<file path="src/rtl/serial_frame_receiver.sv">
// Receive side of the TRNG serial link: synchronises the async data clock, data and
// sync lines, rebuilds MSB-first bytes and hands them to a first-word-fall-through FIFO.
module serial_frame_receiver #(
  parameter int unsigned FIFODepthLog = 3,
  parameter int unsigned TimeoutLog   = 8,
  parameter int unsigned ByteCntWidth = 16
) (
  input  logic                    clk,
  input  logic                    rst,
  input  logic                    dataClkIn,
  input  logic                    dataIn,
  input  logic                    syncIn,
  output logic [7:0]              rx_byte,
  output logic                    rx_valid,
  input  logic                    rx_ready,
  output logic                    frameErr,
  output logic                    overflow,
  output logic                    aligned,
  output logic [ByteCntWidth-1:0] byteCnt
);

  localparam int unsigned Depth = 1 << FIFODepthLog;
  localparam int unsigned CntW  = FIFODepthLog + 1;

  typedef enum logic {
    HUNT = 1'b0,
    RECV = 1'b1
  } state_t;

  // Input synchronisers; the clock chain has an extra stage for edge detection
  logic [2:0] clk_sync;
  logic [1:0] data_sync;
  logic [1:0] sync_sync;

  always_ff @(posedge clk) begin
    if (rst) begin
      clk_sync  <= '0;
      data_sync <= '0;
      sync_sync <= '0;
    end else begin
      clk_sync  <= {clk_sync[1:0], dataClkIn};
      data_sync <= {data_sync[0], dataIn};
      sync_sync <= {sync_sync[0], syncIn};
    end
  end

  logic link_edge;
  logic data_bit;
  logic sync_bit;

  assign link_edge = clk_sync[1] & ~clk_sync[2];
  assign data_bit  = data_sync[1];
  assign sync_bit  = sync_sync[1];

  // Framing FSM state and datapath
  state_t                state;
  state_t                state_next;
  logic [2:0]            bit_cnt;
  logic [2:0]            bit_cnt_next;
  logic [7:0]            shreg;
  logic [7:0]            shreg_next;
  logic [TimeoutLog-1:0] idle_cnt;
  logic [TimeoutLog-1:0] idle_cnt_next;
  logic                  frame_err_next;
  logic                  done;
  logic                  done_next;
  logic [7:0]            done_byte;
  logic [7:0]            done_byte_next;

  always_ff @(posedge clk) begin
    if (rst) begin
      state     <= HUNT;
      bit_cnt   <= '0;
      shreg     <= '0;
      idle_cnt  <= '0;
      frameErr  <= 1'b0;
      aligned   <= 1'b0;
      done      <= 1'b0;
      done_byte <= '0;
    end else begin
      state     <= state_next;
      bit_cnt   <= bit_cnt_next;
      shreg     <= shreg_next;
      idle_cnt  <= idle_cnt_next;
      frameErr  <= frame_err_next;
      aligned   <= (state_next == RECV);
      done      <= done_next;
      done_byte <= done_byte_next;
    end
  end

  always_comb begin
    state_next     = state;
    bit_cnt_next   = bit_cnt;
    shreg_next     = shreg;
    idle_cnt_next  = '0;
    frame_err_next = 1'b0;
    done_next      = 1'b0;
    done_byte_next = done_byte;
    case (state)
      HUNT: begin
        if (link_edge && sync_bit) begin
          shreg_next   = {7'b0, data_bit};
          bit_cnt_next = 3'd1;
          state_next   = RECV;
        end
      end
      RECV: begin
        if (link_edge) begin
          if (sync_bit) begin
            // A sync mid-byte means the sender restarted; drop the partial byte
            frame_err_next = (bit_cnt != 3'd0);
            shreg_next     = {7'b0, data_bit};
            bit_cnt_next   = 3'd1;
          end else begin
            shreg_next   = {shreg[6:0], data_bit};
            bit_cnt_next = bit_cnt + 3'd1;
            if (bit_cnt == 3'd7) begin
              done_next      = 1'b1;
              done_byte_next = {shreg[6:0], data_bit};
            end
          end
        end else if (bit_cnt != 3'd0) begin
          if (idle_cnt == {TimeoutLog{1'b1}}) begin
            frame_err_next = 1'b1;
            bit_cnt_next   = 3'd0;
            state_next     = HUNT;
          end else begin
            idle_cnt_next = idle_cnt + TimeoutLog'(1);
          end
        end
      end
      default: state_next = HUNT;
    endcase
  end

  // Output FIFO with registered head (first-word fall-through)
  logic [7:0]              mem [Depth];
  logic [FIFODepthLog-1:0] wr_ptr;
  logic [FIFODepthLog-1:0] rd_ptr;
  logic [FIFODepthLog-1:0] rd_ptr_next;
  logic [CntW-1:0]         count;
  logic [CntW-1:0]         count_next;
  logic [CntW-1:0]         count_after_rd;
  logic                    rd;
  logic                    wr_ok;
  logic                    drop;
  logic [7:0]              head_next;

  always_comb begin
    rd             = rx_valid & rx_ready;
    wr_ok          = done & ((count != CntW'(Depth)) | rd);
    drop           = done & ~wr_ok;
    rd_ptr_next    = rd ? rd_ptr + FIFODepthLog'(1) : rd_ptr;
    count_after_rd = count - CntW'(rd);
    count_next     = count_after_rd + CntW'(wr_ok);
    head_next      = rx_byte;
    // A write into an empty FIFO bypasses the memory straight to the head
    if (wr_ok && (count_after_rd == '0)) begin
      head_next = done_byte;
    end else if (count_next != '0) begin
      head_next = mem[rd_ptr_next];
    end
  end

  always_ff @(posedge clk) begin
    if (!rst && wr_ok) begin
      mem[wr_ptr] <= done_byte;
    end
  end

  always_ff @(posedge clk) begin
    if (rst) begin
      wr_ptr   <= '0;
      rd_ptr   <= '0;
      count    <= '0;
      rx_valid <= 1'b0;
      rx_byte  <= '0;
      overflow <= 1'b0;
      byteCnt  <= '0;
    end else begin
      if (wr_ok) begin
        wr_ptr <= wr_ptr + FIFODepthLog'(1);
      end
      rd_ptr   <= rd_ptr_next;
      count    <= count_next;
      rx_valid <= (count_next != '0);
      rx_byte  <= head_next;
      overflow <= overflow | drop;
      byteCnt  <= byteCnt + ByteCntWidth'(wr_ok);
    end
  end

endmodule

</file>
<file path="config.mk">
export PLATFORM = sky130hd
export DESIGN_NAME = serial_frame_receiver
export DESIGN_NICKNAME = d
export VERILOG_FILES = /design/src/rtl/serial_frame_receiver.sv
export SDC_FILE = /design/constraint.sdc
export NUM_CORES = 1
export LEC_CHECK = 0
export ABC_CLOCK_PERIOD_IN_PS = 2700
export CAP_MARGIN = 15
export CORE_ASPECT_RATIO = 0.5
export CORE_MARGIN = 10
export CORE_UTILIZATION = 35
export CTS_BUF_LIST = sky130_fd_sc_hd__clkbuf_8
export DETAILED_ROUTE_END_ITERATION = 10
export GPL_TIMING_DRIVEN = 0
export SLEW_MARGIN = 15
export SYNTH_ARGS = -nofsm -noshare
export SYNTH_HDL_FRONTEND = slang
export SYNTH_SLANG_ARGS = --single-unit
</file>
<file path="constraint.sdc">
create_clock -name clk -period 2.7 [get_ports clk]
set_clock_uncertainty 0.15 [all_clocks]
set_input_delay 0.405 -clock clk [delete_from_list [all_inputs] [get_ports clk]]
set_output_delay 0.405 -clock clk [all_outputs]
set_load 0.1 [all_outputs]
</file>
* Word level (Yosys, flattened, before mapping)
Memories as Yosys holds them, arrays and structs flattened.
Cells that the tools add are included.
** Word-level totals
- Flip-flop bits (word level) :: 72
- RAM bits :: 64
- Memories kept :: 1
** Operators by class
- Add/subtract/negate cells :: 7
- Equal/unequal tests :: 7
- Muxes and demuxes :: 25
- Bitwise gates (word level) :: 12
- Reduce and logical (&&, ||, !) cells :: 14
** Memories
- mem :: words 8, bits a word 8, read ports 1, clocked after memory_dff 0, write ports 1, RTL line 138 : logic [7:0] mem [Depth];
** Operators by type and width (count)
- 7-bit 2-to-1 mux :: 3
- 3-bit 2-to-1 mux :: 6
- 16-bit by 1-bit adder with 16-bit output :: 1
- 8-bit 2-to-1 mux :: 2
- 7-bit one-hot mux with 2 select lines :: 1
- 1-bit 2-to-1 mux :: 11
- 3-bit by 1-bit adder with 3-bit output (second input constant) :: 3
- 8-bit by 1-bit adder with 8-bit output (second input constant) :: 1
- 8-bit == test (second input constant) :: 1
- 3-bit by 2-bit != test with 1-bit output (second input constant) :: 2
- 1-bit inverter :: 6
- 3-bit one-hot mux with 2 select lines :: 1
- 5-bit OR reduction :: 1
- 4-bit by 1-bit adder with 4-bit output :: 1
- 1-bit bitwise AND :: 4
- 4-bit logical NOT :: 1
- 2-bit != test (second input constant) :: 2
- 4-bit != test (second input constant) :: 1
- 4-bit AND reduction :: 1
- 4-bit nonzero test :: 1
- 4-bit OR reduction :: 1
- 4-bit by 1-bit subtractor with 4-bit output :: 1
- 3-bit == test (second input constant) :: 1
- 1-bit logical AND :: 3
- 8 further kinds :: 9

* Longest topological paths before layout
Gate-level depths: netlist (run 1).
- Depth after elaboration :: 7
- Mapped depth :: 12
- Gate-level depth less buffers :: 11

* Worst setup path before layout (run 1)
No wires, ideal clock.
- Path kind :: reg2reg
- Start point :: reg rx_valid
- End point :: reg rx_byte[6]
- Library setup time :: 122 ps
- Data arrival time :: 2990 ps
- Data required time :: 2428 ps
- Setup slack :: -561 ps
- Stages on the path, launching flop included :: 13
- Path buffers :: 1
- Clock period less this slack :: 3261 ps
- Cells stage by stage :: dfxtp_1 -> nand2_2 -> inv_2 -> buf_2 -> ha_1 -> ha_1 -> inv_1 -> ha_1 -> nand3b_1 -> o211ai_2 -> a31o_4 -> a21oi_1 -> a221o_1
** Between the ends
- Cells in the longest elaborated chain, start to end :: 6
- Elaborated cells on any way between the ends :: 13
- Those cells by class :: add/sub: 2; mux: 3; bitwise: 3; reduce/logical: 4; memory: 1
** RTL lines
- start, declared :: RTL line 14 : output logic rx_valid,
- start signal, assigned :: RTL line 187 : rx_valid <= (count_next != '0);
- 1-bit bitwise AND * :: RTL line 151 : rd = rx_valid & rx_ready;
- branches (longest 5 deep; another with 4-bit by 1-bit subtractor with 4-bit output)
- end signal, assigned :: RTL line 188 : rx_byte <= head_next;
- end, declared :: RTL line 13 : output logic [7:0] rx_byte,
Mark *: on every way between the ends. The select of a mux whose other input is x is not followed.
A chain may end at the register's enable or synchronous reset.

* Worst setup path in the final report (run 1)
- Start point :: in rx_ready
- End point :: reg rx_byte[6]
** Between the ends
- Cells in the longest elaborated chain, start to end :: 6
- Elaborated cells on any way between the ends :: 13
- Those cells by class :: add/sub: 2; mux: 3; bitwise: 3; reduce/logical: 4; memory: 1
** RTL lines
- start, declared :: RTL line 15 : input logic rx_ready,
- 1-bit bitwise AND * :: RTL line 151
- branches (longest 5 deep; another with 4-bit by 1-bit subtractor with 4-bit output)
Marks and branches as above.

==> impl_metrics.toml, run 1 <==
[outcome]
status = "completed"

[clocking]
clk_path_buf_depth = 2
clk_latency_ps = 430
cts-root-buf = "clkbuf_8"
numClockSinks = 136
cts_hold_buf = 0
cts_tree = "built"
cts_buffers = 17
htree_levels = 4
clk_pin_slew_ps = 80

[place]
dpl_worst_slack_ps = -639.8
place_area_um2 = 6651
dp_cells = 762
hpwl_um = 9217
io_buffers = 32
place_congestion = 0.7973

[logic_synthesis]
synth_compound_area_share_pct = 8.894
synth_top_family_by_area = "multiplexers"
synth_xor_xnor_area_share_pct = 3.633
synth_top_flop_cell = "dfxtp_1"
synth-simple-area-share_pct = 12.19
synth-adder-area-share_pct = 2.505
synth_common_cells = "72 x dfxtp_1, 65 x mux2i_1, 64 x edfxtp_1"
ys_top_cells_by_area = "edfxtp_1 32%, dfxtp_1 24%, mux2i_1 11%, mux4_2 3.0%, nor2_1 2.8%"
synth_area_leader_cell = "edfxtp_1"
syn_avg_cell_area_um2 = 11.99
synth-async-reset-ratio_pct = 0
ys_seq_elements = 136
synth-edff-count = 64
yosys_warnings = 0
muxShareOfSynthArea_pct = 13.86
synthesis.area_um2 = 5993
synth_cell_type_count = 49
yosysTopAreaCellShare_pct = 32.07
syn_inst = 500
synth_nets = 518
yosysSeqAreaShare_pct = 56.12
synth.most_common_cell = "dfxtp_1"

[timing]
tightest_slew_ps = 1037
report.final.slew_viol_count = 0
slew_headroom_pct = 30.62
period_share_pct = 98.05
setup_viol = 0
period_needed_ps = 2647
worst_slack_ps = 52.65
timing.fmax_mhz = 377.7
rsz0062_at_grt = "true"
final-hold-violation-count = 0
whs_ps = 290.6

[layout]
design_area_um2 = 7218
nFillCells = 1568
fin_nets = 574
drive_gt1_share_pct = 15.64
multi_input_area_um2 = 2600
seq_area_um2 = 3368
synthToLayoutAreaGrowth_pct = 20.44
stdcell_count = 796
diodes = 0

[route]
finalWirelength_um = 13100
drt_iter0_markers = 174
post_drt_wl_per_cell_um = 16.45
drc = 0
viasPerCell = 5.005
final_antenna_net_count = 0
dr_total_vias = 3984
drt_first_pass_iters = 4

[critical_path]
endpoint_kind = "register"
max_stage_delay_ps = 440
r2r_start = "rx_valid"
rr_worst_depth = 11
critical_path_class = "input pin to register"
slowest_stage = "clkdlybuf4s50_1"
cp.required_ps = 2860
rrSetupSlack_ps = 140
path_max_fanout = 10
path_buf_inv = 4
cp_cell_sequence = "clkdlybuf4s50_1 > nand2_4 > inv_4 > buf_12 > ha_1 > ha_4 > inv_2 > ha_4 > o211ai_2 > a31o_4 > a21oi_1 > a221o_1"
start_kind = "input pin"
setup.worst_path.start = "rx_ready"
r2r-end = "rx_byte[6]"
crit_top_cell = "ha_4"
cpLargestDelayFamily = "compound AO/OA/AOI/OAI gates"
arrival_ps = 2810

[floorplanning]
start_util_pct = 36.11
ios = 34
rows = 33
core_um2 = 16600
fp.dieW_um = 205.1
fp.dieH_um = 112.5
die-area_um2 = 23080

[min_path]
worstHoldPathCells = 1
hp-class = "register to register"
holdPathEnd = "sync_sync[1]"
min_from = "sync_sync[0]"

[global_route]
antenna_found_initial = 0
grt_pass1_wl_um = 21430
grt_max_degree = 17
grt_use_total_pct = 11.71
grt-ovfl-total = 0
first_global_vias = 4001

[power]
p_leak_nw = 2.386
vdd_drop_max_mv = 0.2781
finalPower_w = 0.005728
pwr_density_cell_nw_per_um2 = 793.6

[run]
cap_violations = 0
[routing by layer]
layer	wire [µm]	part of all wire (%)	GRT usage, %
met1	6342	48	15.46
met2	5985	46	18.32
met3	632	4.8	3.215
met4	137	1.0	3.554
met5	0	0	0
[worst max-delay path by stage]
stage	to	cells past startpoint
6_report	rx_byte[6]	12
5_1_grt	rx_byte[6]	12
4_1_cts	rx_byte[6]	13
3_5_place_dp	rx_byte[0]	12
3_3_place_gp	mem[0][7]	6
2_1_floorplan	rx_byte[6]	12
[layout by cell type (no fill, tap or decap), types with 3 or more instances in the layout]
cell             synthesis  final
clkbuf_1                13     13
nor3_1                   9      7
nand2b_1                 6      6
o22ai_1                 16     16
and3_1                   4      4
buf_2                    5      6
a211oi_2                 7      7
a221o_1                  8      8
a22oi_1                  8      8
clkinvlp_4               0      3
xor2_1                  11     11
clkdlybuf4s50_1          0     30
inv_1                   10     10
nand2_1                 26     25
clkinv_1                 0      3
xnor2_1                 12     11
dfxtp_1                 72     70
edfxtp_1                64     64
ha_4                     0      3
buf_4                    2      5
nor2b_1                 15     13
or3_1                    4      4
a21oi_1                 16     16
buf_6                    3      3
mux2i_1                 65     65
nor4_2                   0      3
mux4_2                   8      8
o21ai_0                  7      7
ha_1                    12      9
clkbuf_8                 0     17
bufinv_16                0      4
nand3_1                 23     22
nor2_1                  45     44
[worst register-to-register path: stages (launching register included)]
cell	delay [ps]
dfxtp_4	350
nand2_4	110
inv_4	60
buf_12	150
ha_1	220
ha_4	300
inv_2	60
ha_4	170
o211ai_2	240
a31o_4	290
a21oi_1	70
a221o_1	270
[metrics by stage]
step                      utilization [%]  TNS (ps)
after floorplan                         -         0
after global placement              39.79    -27140
after detailed placement            40.07     -7728
after CTS                           42.78    -7.277
after global routing                43.49    -43.15
final                               43.49         0
[repair_timing]
item / 4_1_cts / 5_1_grt
setup buffers: 0 / 2
endpoints found under the setup margin: 10 / 12
pin swaps: 1 / 2
resized for setup: 8 / 20
[power breakdown]
part | leakage [nW] | total (W) | internal [W] | switching, W
clock | 0.211 | 0.00179 | 0.000994 | 0.000796
combinational | 0.997 | 0.00163 | 0.000585 | 0.00105
sequential | 1.18 | 0.00231 | 0.00224 | 0.0000700
total | 2.39 | 0.00573 | 0.00381 | 0.00191
[registers in the layout, indices dropped and copies added, names as in the netlist, 3 cells and up]
name       cells
shreg          7
rx_byte        8
wr_ptr         3
rd_ptr         3
clk_sync       3
mem           64
done_byte      8
bit_cnt        3
count          4
byteCnt       16
idle_cnt       8
[logic make-up after synthesis]
logic type,count (synthesis)
AOI/OAI and AO/OA,72
xor gates and xnor gates,24
adders and majority gates,12
buffers and inverters,35
DFF,136
muxes,73
and+or+nand+nor,148
[cell type report]
class | instances | share of cell area (%)
sequential | 136 | 46.66
multi-input combinational | 329 | 36.02
timing repair buffer | 37 | 4.958
tap | 227 | 3.935
clock buffer | 17 | 3.241
clock inverter | 15 | 2.565
buffer | 24 | 1.959
inverter | 11 | 0.6587
No activity file was read; power rests on OpenSTA's default activity.
==> run 2, diff against run 1 <==
--- a/config.mk
+++ b/config.mk
@@ -13,7 +13,7 @@
 export CTS_BUF_LIST = sky130_fd_sc_hd__clkbuf_8
 export DETAILED_ROUTE_END_ITERATION = 10
 export GPL_TIMING_DRIVEN = 0
-export SLEW_MARGIN = 15
+export SLEW_MARGIN = 20
 export SYNTH_ARGS = -nofsm -noshare
 export SYNTH_HDL_FRONTEND = slang
 export SYNTH_SLANG_ARGS = --single-unit
==> impl_metrics.toml, run 2 (same netlist as run 1, synthesis figures left out) <==
[critical_path]
path_buf_inv = 1
slowest_stage = "clkdlybuf4s50_1"
cp.required_ps = 2140
cpLargestDelayFamily = "buffers and inverters"
start_kind = "register"
arrival_ps = 2040
path_max_fanout = 5
rrSetupSlack_ps = 200
endpoint_kind = "output pin"
cp_cell_sequence = "clkdlybuf4s50_1"
max_stage_delay_ps = 1180
critical_path_class = "register to output pin"

[global_route]
antenna_found_initial = 0
grt-ovfl-total = 0
grt_max_degree = 17
grt_use_total_pct = 11.83
first_global_vias = 3999
grt_pass1_wl_um = 21600

[clocking]
cts_tree = "built"
cts_buffers = 17
clk_latency_ps = 440
htree_levels = 4
numClockSinks = 136
cts_hold_buf = 0
clk_pin_slew_ps = 80
clk_path_buf_depth = 2
cts-root-buf = "clkbuf_8"

[timing]
period_needed_ps = 2593
timing.fmax_mhz = 385.6
tightest_slew_ps = 1037
worst_slack_ps = 106.7
final-hold-violation-count = 0
report.final.slew_viol_count = 0
period_share_pct = 96.05
rsz0062_at_grt = "false"
slew_headroom_pct = 30.65
setup_viol = 0

[layout]
drive_gt1_share_pct = 16.78
reg_top3 = "mem (64), byteCnt (16)"
largest_register_ffs = 64
stdcell_count = 799
final_common_cell = "dfxtp_1"
mostFrequentLayoutCells = "70 x dfxtp_1, 65 x mux2i_1, 64 x edfxtp_1, 44 x nor2_1, 29 x clkdlybuf4s50_1"
design_area_um2 = 7228
synthToLayoutAreaGrowth_pct = 20.61
top_register = "mem"
fin_nets = 577
diodes = 0

[floorplanning]
fp.dieW_um = 205.1
die-area_um2 = 23080
core_um2 = 16600
fp.dieH_um = 112.5
ios = 34
start_util_pct = 36.11
rows = 33

[place]
place_area_um2 = 6649
hpwl_um = 9263
dpl_worst_slack_ps = -639.7
io_buffers = 32
dp_cells = 762
place_congestion = 0.7973

[route]
drt_first_pass_iters = 5
finalWirelength_um = 13160
dr_total_vias = 4007
final_antenna_net_count = 0
drt_iter0_markers = 197
viasPerCell = 5.015
post_drt_wl_per_cell_um = 16.47
drc = 0

[power]
pwr_density_cell_nw_per_um2 = 783.1
p_leak_nw = 2.423
vdd_drop_max_mv = 0.2846

[outcome]
status = "completed"

[min_path]
hp-class = "register to register"

[run]
cap_violations = 0
==> run 2: cell count changes in the layout (fill, tap and decap cells not counted), moves of 2 or more <==
| cell | delta |
|---|---|
| clkinv_1 | -3 |
| buf_4 | +2 |
| clkinv_2 | +2 |
| clkinvlp_4 | -2 |
| inv_4 | +3 |
==> run 2: report_power, final <==
group,internal [W],switching (W)
Combinational,0.000600,0.00105
Sequential,0.00224,0.0000681
Clock,0.000903,0.000799
==> run 2: area by class of cell <==
class                      count  area, µm²
tap                          227      284.0
sequential                   136       3368
multi-input combinational    329       2611
buffer                        24      141.4
timing repair buffer          40      380.4
clock inverter                15      161.4
clock buffer                  17      234.0
fill                        1541       9370
inverter                      11      47.55
==> run 2: worst paths after layout <==
path                 from      endpoint  cells after the start
max reg2reg      rx_valid    rx_byte[6]                     12
min reg2reg  sync_sync[0]  sync_sync[1]                      1
max           byteCnt[11]   byteCnt[11]                      1
min          sync_sync[0]  sync_sync[1]                      1
==> run 2: what timing repair did <==
action,in CTS,in global routing
pin swaps,1,2
buffers inserted,0,5
gates resized for setup,6,26
endpoints found under the setup margin,8,14
==> run 2: per-stage QoR <==
| stage | util [%] | power [W] | hold WS, ps | TNS, ps |
|---|---|---|---|---|
| after CTS | 42.58 | 0.005606 | 296.3 | 0 |
| after global placement | 39.79 | 0.003864 | 277.6 | -27140 |
| after floorplan | - | 0.003542 | 263.8 | 0 |
| final | 43.55 | 0.005660 | 292.2 | 0 |
| after detailed placement | 40.06 | 0.003880 | 276.6 | -7507 |
| after global routing | 43.55 | 0.005922 | 315.2 | 0 |
==> run 2: metal layers <==
metal	track usage (%)	share of wire, %	wire (µm)
met1	15.85	49	6480
met2	18.17	45	5980
met3	3.157	3.9	517
met4	3.846	1.4	184
met5	0	0	0
==> run 3, diff against run 2 <==
--- a/config.mk
+++ b/config.mk
@@ -12,6 +12,7 @@
 export CORE_UTILIZATION = 35
 export CTS_BUF_LIST = sky130_fd_sc_hd__clkbuf_8
 export DETAILED_ROUTE_END_ITERATION = 10
+export DONT_BUFFER_PORTS = 1
 export GPL_TIMING_DRIVEN = 0
 export SLEW_MARGIN = 20
 export SYNTH_ARGS = -nofsm -noshare
==> impl_metrics.toml, run 3 (same netlist as run 1, synthesis figures left out) <==
[outcome]
status = "completed"

[floorplanning]
fp.dieH_um = 112.5
start_util_pct = 36.11
ios = 34
core_um2 = 16600
die-area_um2 = 23080
fp.dieW_um = 205.1
rows = 33

[layout]
top_register = "mem"
stdcell_count = 774
final_common_cell = "dfxtp_1"
fin_nets = 552
drive_gt1_share_pct = 19.56
mostFrequentLayoutCells = "66 x dfxtp_1, 65 x mux2i_1, 64 x edfxtp_1, 44 x nor2_1, 25 x nand2_1"
diodes = 0
synthToLayoutAreaGrowth_pct = 16.43
nFillCells = 1562
design_area_um2 = 6978
largest_register_ffs = 64
reg_top3 = "mem (64), byteCnt (16)"

[timing]
timing.fmax_mhz = 378.2
slew_headroom_pct = 24.90
setup_viol = 0
tightest_slew_ps = 1125
tns_ps = 0
period_share_pct = 97.93
report.final.slew_viol_count = 0
final-hold-violation-count = 0
period_needed_ps = 2644
whs_ps = 239.2

[global_route]
first_global_vias = 3840
grt_max_degree = 17
grt_pass1_wl_um = 20740
gr-usage-met1_pct = 14.99
use_met2_pct = 18.04
top_usage_layer = "met2"
grtUsageMet3_pct = 3.243
antenna_found_initial = 0
grt_use_total_pct = 11.53
grt-ovfl-total = 0

[route]
drt_first_pass_iters = 4
drc = 0
viasPerCell = 5.048
post_drt_wl_per_cell_um = 17.05
dr_total_vias = 3907
final_antenna_net_count = 0
finalWirelength_um = 13200
drt_iter0_markers = 204

[clocking]
numClockSinks = 136
clk_latency_ps = 430
clk_path_buf_depth = 2
htree_levels = 4
cts_tree = "built"
cts_buffers = 17
cts-root-buf = "clkbuf_8"
clk_pin_slew_ps = 80

[critical_path]
path_max_fanout = 8
critical_path_class = "register to register"
cp.required_ps = 2870
start_kind = "register"
endpoint_kind = "register"
arrival_ps = 2820

[power]
vdd_drop_max_mv = 0.3183
p_leak_nw = 2.289
pwr_density_cell_nw_per_um2 = 796.1
finalPower_w = 0.005555

[place]
io_buffers = 0
hpwl_um = 9315
place_congestion = 0.8184
place_area_um2 = 6336
dp_cells = 731

[min_path]
hp-class = "input pin to register"

[run]
cap_violations = 0
-- run 3: final timing paths --
kind | start | endpoint | slack [ps] | depth (start not counted)
setup / recovery | rx_valid | rx_byte[4] | 60 | 11
hold / removal | rx_ready | overflow | 240 | 4
setup reg to reg | rx_valid | rx_byte[4] | 60 | 11
hold reg to reg | sync_sync[0] | sync_sync[1] | 290 | 1
-- run 3: final cells by class --
class | count | area [µm²] | area share (%)
buffer | 23 | 137.6 | 1.972
clock buffer | 18 | 247.7 | 3.550
clock inverter | 14 | 145.1 | 2.080
inverter | 11 | 47.55 | 0.6814
multi-input combinational | 329 | 2623 | 37.58
sequential | 136 | 3373 | 48.34
tap | 227 | 284.0 | 4.070
timing repair buffer | 16 | 120.1 | 1.721
-- run 3: timing repair --
action	4_1_cts	5_1_grt
gates resized for setup	20	15
endpoints found under the setup margin	13	17
gates cloned	0	0
hold buffers	3	0
pin swaps	2	4
setup buffers	3	6
hold endpoints to repair	3	0
-- run 3: power by group --
part	switching (W)	internal, W	total, W
sequential	0.000582	0.00223	0.00282
combinational	0.000559	0.000509	0.00107
clock	0.000819	0.000853	0.00167
total	0.00196	0.00359	0.00556
-- run 3: critical path, cell delays in order (launching register included) --
cell	delay, ps
dfxtp_4	460
nand2_4	160
nand3_1	140
nand2_4	160
clkinvlp_4	190
ha_4	220
nor2b_4	130
nand3b_1	190
o211ai_4	120
a31o_4	300
a211oi_2	60
a221o_1	260
-- run 3: layer usage --
layer	vias up	part of all wire, %
met5	-	0
met2	52	46
met1	1928	49
met3	12	3.9
li1	1915	-
met4	0	1.2
-- run 3: stage by stage --
stage                     util (%)  setup slack (ps)
after floorplan                  -             41.76
after global placement       37.86            -789.9
after detailed placement     38.17            -399.5
after CTS                    41.35             39.04
after global routing         42.04            -42.84
final                        42.04             55.76
